## src/rtl/pipeline_ctrl_pkg.sv

```systemverilog
// Shared types for the pipeline stall/flush sequencer: FSM states, defaults and
// the stage-control bundle also consumed by the datapath top.
package pipeline_ctrl_pkg;

  typedef enum logic [1:0] {
    ST_RUN       = 2'd0,
    ST_DMEM_WAIT = 2'd1,
    ST_ERROR     = 2'd2
  } ctrl_state_e;

  localparam int unsigned MEM_TIMEOUT_DEF = 255;
  localparam int unsigned CNT_W_DEF       = 32;

  typedef struct packed {
    logic pc_en;
    logic if_id_en;
    logic id_ex_en;
    logic ex_mem_en;
    logic if_id_flush;
    logic id_ex_flush;
    logic mem_wb_bubble;
  } stage_ctrl_t;

  localparam stage_ctrl_t CTRL_NORMAL = 7'b1111_000;
  localparam stage_ctrl_t CTRL_FREEZE = 7'b0000_001;
  localparam stage_ctrl_t CTRL_BRANCH = 7'b1111_110;
  localparam stage_ctrl_t CTRL_LDUSE  = 7'b0011_010;
  localparam stage_ctrl_t CTRL_ERROR  = 7'b0000_001;

endpackage

```

## src/rtl/pipeline_stall_controller_perf.sv

```systemverilog
// Saturating event counter; holds at all-ones instead of wrapping.
module stall_perf_counter #(
  parameter int unsigned CNT_W = 32
) (
  input  logic             clk,
  input  logic             rst_n,
  input  logic             inc,
  output logic [CNT_W-1:0] count
);

  always_ff @(posedge clk or negedge rst_n) begin
    if (!rst_n)
      count <= '0;
    else if (inc && (count != '1))
      count <= count + 1'b1;
  end

endmodule

```

## src/rtl/pipeline_stall_controller.sv

```systemverilog
// Prioritised stage enables/flushes from memory waits, branch redirects and load-use stalls.
// Define STALL_PERF_CNT_EN to add the load-use / dmem-wait / flush event counters.
module pipeline_stall_controller
  import pipeline_ctrl_pkg::*;
#(
  parameter int unsigned MEM_TIMEOUT = MEM_TIMEOUT_DEF,
  parameter int unsigned TO_W        = 8,
  parameter int unsigned CNT_W       = CNT_W_DEF
) (
  input  logic clk,
  input  logic rst_n,
  input  logic load_use_stall,
  input  logic branch_taken,
  input  logic mem_req,
  input  logic mem_ready,
  output logic pc_en,
  output logic if_id_en,
  output logic id_ex_en,
  output logic ex_mem_en,
  output logic if_id_flush,
  output logic id_ex_flush,
  output logic mem_wb_bubble,
  output logic bus_error
`ifdef STALL_PERF_CNT_EN
  ,
  output logic [CNT_W-1:0] load_use_cnt,
  output logic [CNT_W-1:0] dmem_wait_cnt,
  output logic [CNT_W-1:0] flush_cnt
`endif
);

  localparam logic [TO_W-1:0] TIMEOUT_V = TO_W'(MEM_TIMEOUT);

  ctrl_state_e     state;
  logic [TO_W-1:0] wait_cnt;
  stage_ctrl_t     ctrl;
  logic            mem_stall, sel_err, sel_frz, sel_br, sel_lu;

  // A dropped mem_req during DMEM_WAIT counts as completion, so RUN and
  // DMEM_WAIT share the same stall condition.
  always_comb begin
    mem_stall = mem_req & ~mem_ready;
    sel_err   = (state == ST_ERROR);
    sel_frz   = ~sel_err & mem_stall;
    sel_br    = ~sel_err & ~sel_frz & branch_taken;
    sel_lu    = ~sel_err & ~sel_frz & ~branch_taken & load_use_stall;
    ctrl      = CTRL_NORMAL;
    if (!rst_n)       ctrl = '0;
    else if (sel_err) ctrl = CTRL_ERROR;
    else if (sel_frz) ctrl = CTRL_FREEZE;
    else if (sel_br)  ctrl = CTRL_BRANCH;
    else if (sel_lu)  ctrl = CTRL_LDUSE;
  end

  assign pc_en         = ctrl.pc_en;
  assign if_id_en      = ctrl.if_id_en;
  assign id_ex_en      = ctrl.id_ex_en;
  assign ex_mem_en     = ctrl.ex_mem_en;
  assign if_id_flush   = ctrl.if_id_flush;
  assign id_ex_flush   = ctrl.id_ex_flush;
  assign mem_wb_bubble = ctrl.mem_wb_bubble;

  always_ff @(posedge clk or negedge rst_n) begin
    if (!rst_n) begin
      state     <= ST_RUN;
      wait_cnt  <= '0;
      bus_error <= 1'b0;
    end else begin
      unique case (state)
        ST_RUN: begin
          if (mem_stall) begin
            state    <= ST_DMEM_WAIT;
            wait_cnt <= TO_W'(1);
          end
        end
        ST_DMEM_WAIT: begin
          if (mem_stall) begin
            if (wait_cnt == TIMEOUT_V) begin
              state     <= ST_ERROR;
              bus_error <= 1'b1;
            end else begin
              wait_cnt <= wait_cnt + 1'b1;
            end
          end else begin
            state    <= ST_RUN;
            wait_cnt <= '0;
          end
        end
        ST_ERROR: bus_error <= 1'b1;
        default: begin
          state    <= ST_RUN;
          wait_cnt <= '0;
        end
      endcase
    end
  end

`ifdef STALL_PERF_CNT_EN
  stall_perf_counter #(.CNT_W(CNT_W)) u_load_use_cnt (
    .clk(clk), .rst_n(rst_n), .inc(sel_lu), .count(load_use_cnt)
  );
  stall_perf_counter #(.CNT_W(CNT_W)) u_dmem_wait_cnt (
    .clk(clk), .rst_n(rst_n), .inc(sel_frz), .count(dmem_wait_cnt)
  );
  stall_perf_counter #(.CNT_W(CNT_W)) u_flush_cnt (
    .clk(clk), .rst_n(rst_n), .inc(sel_br), .count(flush_cnt)
  );
`endif

endmodule

```

## config.mk

```make
export PLATFORM = sky130hd
export DESIGN_NAME = pipeline_stall_controller
export DESIGN_NICKNAME = d
export VERILOG_FILES = /design/src/rtl/pipeline_ctrl_pkg.sv /design/src/rtl/pipeline_stall_controller_perf.sv /design/src/rtl/pipeline_stall_controller.sv
export SDC_FILE = /design/constraint.sdc
export NUM_CORES = 1
export LEC_CHECK = 0
export CELL_PAD_IN_SITES_DETAIL_PLACEMENT = 0
export CELL_PAD_IN_SITES_GLOBAL_PLACEMENT = 1
export CORE_UTILIZATION = 39
export DETAILED_ROUTE_END_ITERATION = 7
export HOLD_SLACK_MARGIN = 0.02
export PLACE_DENSITY_LB_ADDON = 0.1
export SLEW_MARGIN = 20
export SYNTH_ARGS = -nofsm -noshare
export SYNTH_HDL_FRONTEND = slang
export SYNTH_SLANG_ARGS = --single-unit
export TNS_END_PERCENT = 100
```

## constraint.sdc

```tcl
create_clock -name clk -period 4.39 [get_ports clk]
set_input_delay 0.878 -clock clk [delete_from_list [all_inputs] [get_ports clk]]
set_output_delay 0.878 -clock clk [all_outputs]
set_load 0.03 [all_outputs]
```

* Word-level counts from Yosys, hierarchy flattened
Cells that the tools add are included.
** Word-level totals
- Bits of input ports :: 6
- Register bits after elaboration :: 11
- Output and inout bits :: 8
** Cells by class
- Reduce and logical (&&, ||, !) cells :: 5
- Eq/ne operators :: 8
- Add/sub/neg operators :: 1
- Bitwise operators :: 10
- Multiplexer cells :: 16
** Operators with widths (count)
- $mux W7 :: 5
- $mux W8 :: 3
- $pmux W8 S3 :: 1
- $reduce_and A3 Y1 :: 3
- $add A8 B1 Y8 const B :: 1
- $eq A8 B8 Y1 const B :: 1
- $and A1 B1 Y1 :: 6
- $mux W2 :: 3
- $ne A2 B2 Y1 const B :: 3
- $ne A3 B3 Y1 const B :: 2
- $pmux W2 S3 :: 1
- $not A1 Y1 :: 4
- $eq A2 B1 Y1 const B :: 1
- $eq A2 B2 Y1 const B :: 1
- $logic_not A2 Y1 :: 1
- $mux W1 :: 2
- $pmux W1 S2 :: 1
- $reduce_bool A2 Y1 :: 1

* Longest topological paths before layout
Gate-level depths: netlist of run 1.
- Depth after elaboration :: 12
- Mapped depth :: 6
- Mapped depth without buffers :: 5

* Worst setup path after synthesis of run 1
OpenSTA, ideal clock, no wires.
- Path type :: input to output
- Start point :: input mem_ready
- End point :: output pc_en
- Path slack :: 1.534 ns
- Cell stages on the path :: 5
- Data arrival time :: 1.978 ns
- Cell sequence :: inv_1 > a21oi_1 > nand2_1 > a21oi_1 > buf_4
** Between the ends
- Cells in the longest elaborated chain, start to end :: 12
** RTL lines
- start, declared :: line pipeline_stall_controller.sv:15 : input logic mem_ready,
- $not A1 Y1 (*) :: line pipeline_stall_controller.sv:42 : mem_stall = mem_req & ~mem_ready;
- $and A1 B1 Y1 (*) :: line pipeline_stall_controller.sv:42
- $and A1 B1 Y1 (*) :: line pipeline_stall_controller.sv:44 : sel_frz = ~sel_err & mem_stall;
- $not A1 Y1 :: line pipeline_stall_controller.sv:45, pipeline_stall_controller.sv:46
- $and A1 B1 Y1 :: line pipeline_stall_controller.sv:45, pipeline_stall_controller.sv:46
- $and A1 B1 Y1 (2 in a row) :: line pipeline_stall_controller.sv:46 : sel_lu = ~sel_err & ~sel_frz & ~branch_taken & load_use_stall;
- $mux W7 :: line pipeline_stall_controller.sv:52 : else if (sel_lu) ctrl = CTRL_LDUSE;
- $mux W7 :: line pipeline_stall_controller.sv:51 : else if (sel_br) ctrl = CTRL_BRANCH;
- $mux W7 (*) :: line pipeline_stall_controller.sv:50 : else if (sel_frz) ctrl = CTRL_FREEZE;
- $mux W7 (*) :: line pipeline_stall_controller.sv:49 : else if (sel_err) ctrl = CTRL_ERROR;
- $mux W7 (*) :: line pipeline_stall_controller.sv:48 : if (!rst_n) ctrl = '0;
- end, declared :: line pipeline_stall_controller.sv:16 : output logic pc_en,
Every way passes the cells marked *; elsewhere a longest branch is shown, timed or not.

* Worst setup path in the final report of run 1
Same ends and word-level chain as after synthesis.

==> reports/qor.yml, run 1 <==
status:
  status: "finished, final reports clean"
final_layout:
  fin_nets: 95
  layout_common_cells: "clkdlybuf4s50_1, dfrtp_1, nand2_1"
  drive_gt1_share_pct: 10.34
  diodes: 0
  stdcell_area_um2: 820.8
  final_common_cell: "clkdlybuf4s50_1"
  fillCellCount: 148
  final_util_pct: 53.25
  area_delta_synth_final_pct: 24.24
drt:
  post_drt_wl_per_cell_um: 13.86
  routed_wl_um: 1428
  via_per_inst: 5.670
  final_antenna_net_count: 0
  num_vias: 584
  dr.pass1.iters: 4
  drcViolationCount: 0
  drtIter0Drc: 11
pwr:
  pwr_density_cell_nw_per_um2: 261.0
  seqPwrFrac_pct: 50.7
  leakage_nw: 0.3794
  irDropWorstVdd_v: 0.0002314
  switching_power_w: 0.00006033
  swShare_pct: 28.16
  combPwrFrac_pct: 17.3
  pwr-share-clk_pct: 32.0
  p_int_w: 0.0001539
grt:
  grtUsageTotal_pct: 17.30
  antenna_found_initial: 0
  grt_max_degree: 11
  grt_pass1_vias: 523
  grt_pass1_wl_um: 2297
  busiest_layer: "met2"
  overflow: 0
  use_met2_pct: 25.07
  gr-usage-met3_pct: 7.660
  grt_use_met1_pct: 21.39
placed_design:
  gp_congestion: 0.7094
  postPlaceCellArea_um2: 793.3
  io_buffers: 13
  dp_slack_ps: 897.5
  dp.final_hpwl_um: 1057
clock_network:
  post_cts_buffers: 0
  cts_buffers: 3
  cts_tree: "built"
  cts.repair.resized: 0
  cts_hold_buf: 0
  cts_buffer_depth: 2
  worstSkewPairLatency_ps: 270
  path_clk_slew_ps: 70
  root_buffer: "clkbuf_4"
  htree_num_levels: 1
  cts_sinks: 11
yosys:
  synthSimpleGateAreaFrac_pct: 30.87
  synth_top_family_by_area: "simple AND/OR/NAND/NOR gates"
  syn_inst: 73
  synth_seq_cells: 11
  synth.area.mux_share_pct: 0
  synthTopCellsByArea: "dfrtp_1, nand2_1, a21oi_1"
  synthAdderAreaFrac_pct: 1.894
  synth_top_area_share_pct: 41.67
  synth_nets: 80
  yosys.area.top_type: "dfrtp_1"
  yosysSeqAreaShare_pct: 41.67
  syn_area_um2: 660.6
  synth.distinct_cells: 30
  synth_compound_area_share_pct: 20.08
  yosysWarnings: 0
  synth_xor_area_share_pct: 0
  avgSynthCellArea_um2: 9.050
worst_setup_path:
  cp_top_family: "buffers and inverters"
  start_kind: "input port"
  crit_chain: "clkdlybuf4s50_1 -> inv_1 -> a21oi_1 -> nand2_1 -> a21oi_1 -> clkdlybuf4s50_1"
  cp_max_fo: 4
  crit_type: "in2out"
  critPathBufInv: 3
  crit_required_ps: 3510
  crit_arrival_ps: 2610
  cpPeakStageDelay_ps: 700
  cp-end-kind: "primary output"
  cp_slowest_cell: "clkdlybuf4s50_1"
  reg2regPathDepth: 5
  critPathLaunch: "mem_ready"
  reg2reg_from: "wait_cnt[0]$_DFFE_PN0P_"
  cp_num_cells: 6
  reg2reg_setup_slack_ps: 2670
floorplanning:
  pin_count: 14
  num_rows: 14
  start_util_pct: 42.86
  dieWidth_um: 43.16
  coreArea_um2: 1541
  dieArea_um2: 1862
  die_h_um: 43.16
sta:
  rsz0062_at_grt: "false"
  fin_ws_ps: 901.1
  slew_headroom_pct: 77.18
  period_minus_slack_ps: 3489
  finalHoldViolations: 0
  worstMarginPinSlew_ps: 339.7
  tns_ps: 0
  max_freq_mhz: 286.6
  timing.final.crit_share_pct: 79.47
  slew_viol_final: 0
  setup_viol: 0
  fin_skew_ps: 2.063
min_path:
  hold_path_class: "reg2reg"
  min_from: "bus_error$_DFFE_PN0P_"
  hold_depth: 1
flow_run:
  maxCapViolCount: 0
-- routing by layer --
layer | vias to the layer above | part of all wire, %
met5 | - | 0
met4 | 0 | 1.1
met3 | 2 | 4.2
met2 | 18 | 44
met1 | 262 | 51
li1 | 302 | -
-- cells in the mapped netlist --
cell       instances
o21ai_0            3
or2_2              1
nor4b_1            1
nor2_1             4
and4_4             1
and4bb_2           1
nand3_1            4
nor3_1             1
buf_4              2
a21oi_1            5
nor2b_4            1
a22o_1             1
a21o_1             1
or3_1              2
buf_2              2
inv_1              3
dfrtp_1           11
nand4bb_1          1
and3_1             2
or3b_1             1
a31oi_1            3
nor3b_1            1
a41oi_1            2
o211ai_1           1
nand2_1            9
a211o_1            2
o31ai_1            2
nor2b_1            2
ha_1               1
nand4_1            2
-- metrics by stage --
step / hold slack [ps] / total power, W / std cells
finish: 481.5 / 0.0002142 / 103
global route: 508.5 / 0.0002267 / 103
CTS: 485.1 / 0.0002171 / 103
detailed placement: 470.3 / 0.0001476 / 99
global placement: 458.3 / 0.0001474 / 99
floorplan: 468.1 / 0.0001304 / 73
-- logic make-up after synthesis --
logic type	count (synthesis)
compound gates	20
fa+ha+maj	1
buf+inv	7
flops	11
simple gates	34
-- flip-flops by register name, summed over array words and instances, names as in the netlist --
register,flops
state,2
wait_cnt,8
bus_error,1
-- path summary, 6_finish.rpt --
path | endpoint
min reg2reg | bus_error$_DFFE_PN0P_
min in group asynchronous | bus_error$_DFFE_PN0P_
min | bus_error$_DFFE_PN0P_
max reg2reg | wait_cnt[3]$_DFFE_PN0P_
max | pc_en
max in group asynchronous | state[0]$_DFFE_PN0P_
-- layout make-up --
class | instances | area, µm² | share of cell area [%]
sequential | 11 | 275.3 | 33.54
clock buffer | 3 | 22.52 | 2.744
multi-input combinational | 55 | 349.1 | 42.53
clock inverter | 1 | 5.005 | 0.6098
inverter | 3 | 11.26 | 1.372
tap | 16 | 20.02 | 2.439
timing repair buffer | 14 | 137.6 | 16.77
-- power groups by stage --
| stage | combinational [W] | sequential [W] | clock [W] |
|---|---|---|---|
| after floorplan | 0.0000213 | 0.000109 | 0 |
| after global placement | 0.0000371 | 0.000110 | 0 |
| after detailed placement | 0.0000372 | 0.000110 | 0 |
| after CTS | 0.0000373 | 0.000108 | 0.0000714 |
| after global routing | 0.0000400 | 0.000109 | 0.0000778 |
| final | 0.0000370 | 0.000109 | 0.0000686 |
-- worst register-to-register path, cell delays in order (launching register included) --
cell and delay [ps]:
dfrtp_1 470, ha_1 350, and3_1 210, nand2_1 170
a41oi_1 140, a211o_1 280
(Power assumes the default switching activity.)
==> run 2: changes to the inputs <==
--- a/config.mk
+++ b/config.mk
@@ -7,7 +7,7 @@
 export LEC_CHECK = 0
 export CELL_PAD_IN_SITES_DETAIL_PLACEMENT = 0
 export CELL_PAD_IN_SITES_GLOBAL_PLACEMENT = 1
-export CORE_UTILIZATION = 39
+export CORE_UTILIZATION = 32
 export DETAILED_ROUTE_END_ITERATION = 7
 export HOLD_SLACK_MARGIN = 0.02
 export PLACE_DENSITY_LB_ADDON = 0.1
==> constraint.sdc (replaced) <==
create_clock -name clk -period 3.2 [get_ports clk]
set_input_delay 0.64 -clock clk [delete_from_list [all_inputs] [get_ports clk]]
set_output_delay 0.64 -clock clk [all_outputs]
set_load 0.03 [all_outputs]
==> run 2 against run 1 <==
Effect of this change: critical path depth is the same; sequential power grew 37%; clock-buffer cell count grew 1; die area grew 21%; setup slack lost 700 ps; clock power grew 38%; cell count grew 12%; via count grew 6.3%; first-iteration DRC count grew 18%; critical path type unchanged; largest cell class unchanged.
==> reports/qor.yml, run 2 (same netlist as run 1, synthesis figures left out) <==
worst_setup_path:
  reg2reg_to: "wait_cnt[3]$_DFFE_PN0P_"
  cp_max_fo: 4  # unchanged
  start_kind: "input port"
  reg2reg_setup_slack_ps: 1470  # -1200 ps
  cp-endpoint: "pc_en"
  reg2regPathDepth: 5  # unchanged
  crit_type: "in2out"
  cp-end-kind: "primary output"
  critPathLaunch: "mem_ready"
  crit_required_ps: 2560  # -950 ps
  cp_slowest_cell: "clkdlybuf4s50_1"
  reg2reg_from: "wait_cnt[0]$_DFFE_PN0P_"
  cpPeakStageDelay_ps: 690  # about the same
  crit_arrival_ps: 2360  # -250 ps
  crit_chain: "clkdlybuf4s50_1 -> inv_1 -> a21oi_1 -> nand2_1 -> a21oi_1 -> clkdlybuf4s50_1"
pwr:
  switching_power_w: 0.00008228  # +36%
  irDropWorstVdd_v: 0.0001531  # -34%
  swShare_pct: 27.81  # -0.35 points
  p_int_w: 0.0002136  # +39%
  leakage_nw: 0.3815  # +0.55%
  combPwrFrac_pct: 17.4  # about the same
  pwr_density_cell_nw_per_um2: 351.9  # +35%
  seqPwrFrac_pct: 50.5  # -0.2 points
  totalPowerFinal_w: 0.0002958  # +38%
  pwr-share-clk_pct: 32.1  # about the same
drt:
  drcViolationCount: 0  # unchanged
  final_antenna_net_count: 0  # unchanged
  via_per_inst: 5.400  # -4.8%
  post_drt_wl_per_cell_um: 13.54  # -2.3%
  dr.pass1.iters: 4  # unchanged
  routed_wl_um: 1557  # +9.0%
  num_vias: 621  # +6.3%
  drtIter0Drc: 13  # +2
clock_network:
  root_buffer: "clkbuf_4"
  htree_num_levels: 1  # unchanged
  post_cts_buffers: 0  # unchanged
  cts.repair.resized: 0  # unchanged
  cts_hold_buf: 0  # unchanged
  cts_buffers: 3  # unchanged
  cts_buffer_depth: 2  # unchanged
  cts_sinks: 11  # unchanged
  cts_tree: "built"
  worstSkewPairLatency_ps: 270  # about the same
  path_clk_slew_ps: 70  # about the same
floorplanning:
  dieArea_um2: 2250  # +21%
  coreArea_um2: 1942  # +26%
  die_h_um: 47.44  # +9.9%
  pin_count: 14  # unchanged
  start_util_pct: 34.02  # -8.8 points
  dieWidth_um: 47.44  # +9.9%
  num_rows: 16  # +2
grt:
  grt_pass1_vias: 496  # -5.2%
  grt_max_degree: 10  # -1
  grt_pass1_wl_um: 2297  # unchanged
  grtUsageTotal_pct: 15.29  # -2.0 points
  overflow: 0  # unchanged
  antenna_found_initial: 0  # unchanged
sta:
  timing.final.crit_share_pct: 93.70
  max_freq_mhz: 333.5
  finalHoldViolations: 0  # unchanged
  slew_headroom_pct: 78.39  # +1.2 points
  fin_skew_ps: 2.534  # +0.4708 ps
  tns_ps: 0  # unchanged
  worstMarginPinSlew_ps: 322.3  # -17.36 ps
  slew_viol_final: 0  # unchanged
  setup_viol: 0  # unchanged
  rsz0062_at_grt: "false"
  period_minus_slack_ps: 2998
final_layout:
  layout_common_cells: "clkdlybuf4s50_1, dfrtp_1, nand2_1"
  area_delta_synth_final_pct: 27.27
  final_common_cell: "clkdlybuf4s50_1"
  fin_nets: 96  # +1.1%
  diodes: 0  # unchanged
  reg.largest.list: "wait_cnt x8, state x2, bus_error x1"
  fillCellCount: 221  # +49%
  largest_reg_flops: 8  # unchanged
  drive_gt1_share_pct: 10.23  # -0.12 points
  top_register: "wait_cnt"
  fin_cells: 115  # +12%
placed_design:
  dp.final_hpwl_um: 1147  # +8.5%
  gp_congestion: 0.7048  # -0.65%
  io_buffers: 13  # unchanged
  dp_cells: 111  # +12%
min_path:
  hold_path_class: "reg2reg"
status:
  status: "finished, final reports clean"
flow_run:
  maxCapViolCount: 0  # unchanged
==> run 2: cell count changes in the layout (fill, tap and decap cells not counted) <==
cell | previous run | this run
buf_4 | 1 | 2
clkbuf_1 | 0 | 1
clkinv_2 | 1 | 0
==> run 2: worst min-delay path by stage <==
| stage | slack [ps] | from | cells after the start | to |
|---|---|---|---|---|
| final | 470 | bus_error$_DFFE_PN0P_ | 1 | bus_error$_DFFE_PN0P_ |
| after global routing | 490 | bus_error$_DFFE_PN0P_ | 1 | bus_error$_DFFE_PN0P_ |
| after CTS | 480 | bus_error$_DFFE_PN0P_ | 1 | bus_error$_DFFE_PN0P_ |
| after detailed placement | 460 | bus_error$_DFFE_PN0P_ | 1 | bus_error$_DFFE_PN0P_ |
| after global placement | 460 | bus_error$_DFFE_PN0P_ | 1 | bus_error$_DFFE_PN0P_ |
| after floorplan | 340 | rst_n | 0 | bus_error$_DFFE_PN0P_ |
==> run 2: layout make-up <==
| cell class | instances | area, µm² | area share (%) |
|---|---|---|---|
| Inverter | 3 | 11.26 | 1.339 |
| Clock buffer | 4 | 26.28 | 3.125 |
| Multi-Input combinational cell | 55 | 349.1 | 41.52 |
| Timing Repair Buffer | 15 | 145.1 | 17.26 |
| Sequential cell | 11 | 275.3 | 32.74 |
| Tap cell | 27 | 33.78 | 4.018 |
==> run 2: power by group through the flow <==
stage / logic [W] / registers (W) / clock network (W)
after floorplan: 0.0000292 / 0.000150 / 0
after global placement: 0.0000522 / 0.000152 / 0
after detailed placement: 0.0000522 / 0.000152 / 0
after CTS: 0.0000522 / 0.000149 / 0.0000992
after global routing: 0.0000562 / 0.000150 / 0.000103
final: 0.0000516 / 0.000149 / 0.0000948
==> run 2: per-layer routing <==
layer / up-vias / routed length [µm] / track usage, %
li1: 302 / - / -
met1: 302 / 745 / 19.10
met2: 15 / 723 / 25.21
met3: 2 / 73 / 3.396
met4: 0 / 14 / 6.857
met5: - / 0 / 0
==> run 2: worst max-delay path, delay by kind of cell <==
| kind | cells | cell delay, ps |
|---|---|---|
| AND/OR/NAND/NOR | 1 | 130 |
| buffers and inverters | 3 | 1250 |
| AO/OA/AOI/OAI | 2 | 340 |
==> run 2: stage by stage <==
| stage | area (µm²) | hold WS [ps] | util, % | setup slack [ps] |
|---|---|---|---|---|
| 2_1_floorplan | 660.6 | 344.4 | - | 819.6 |
| 3_3_place_gp | 814.5 | 457.3 | 41.95 | 224.6 |
| 3_5_place_dp | 814.5 | 462.7 | 41.95 | 206.2 |
| 4_1_cts | 840.8 | 479.6 | 43.30 | 195.0 |
| 5_1_grt | 840.8 | 487.5 | 43.30 | 86.71 |
| 6_report | 840.8 | 468.2 | 43.30 | 201.7 |
==> run 3: changes to the inputs <==
--- a/config.mk
+++ b/config.mk
@@ -5,9 +5,11 @@
 export SDC_FILE = /design/constraint.sdc
 export NUM_CORES = 1
 export LEC_CHECK = 0
+export CAP_MARGIN = 15
 export CELL_PAD_IN_SITES_DETAIL_PLACEMENT = 0
 export CELL_PAD_IN_SITES_GLOBAL_PLACEMENT = 1
 export CORE_UTILIZATION = 32
+export CTS_CLUSTER_DIAMETER = 120
 export DETAILED_ROUTE_END_ITERATION = 7
 export HOLD_SLACK_MARGIN = 0.02
 export PLACE_DENSITY_LB_ADDON = 0.1
==> results of run 3 <==
The final DEF is identical to that of run 2; final timing and power are the same.
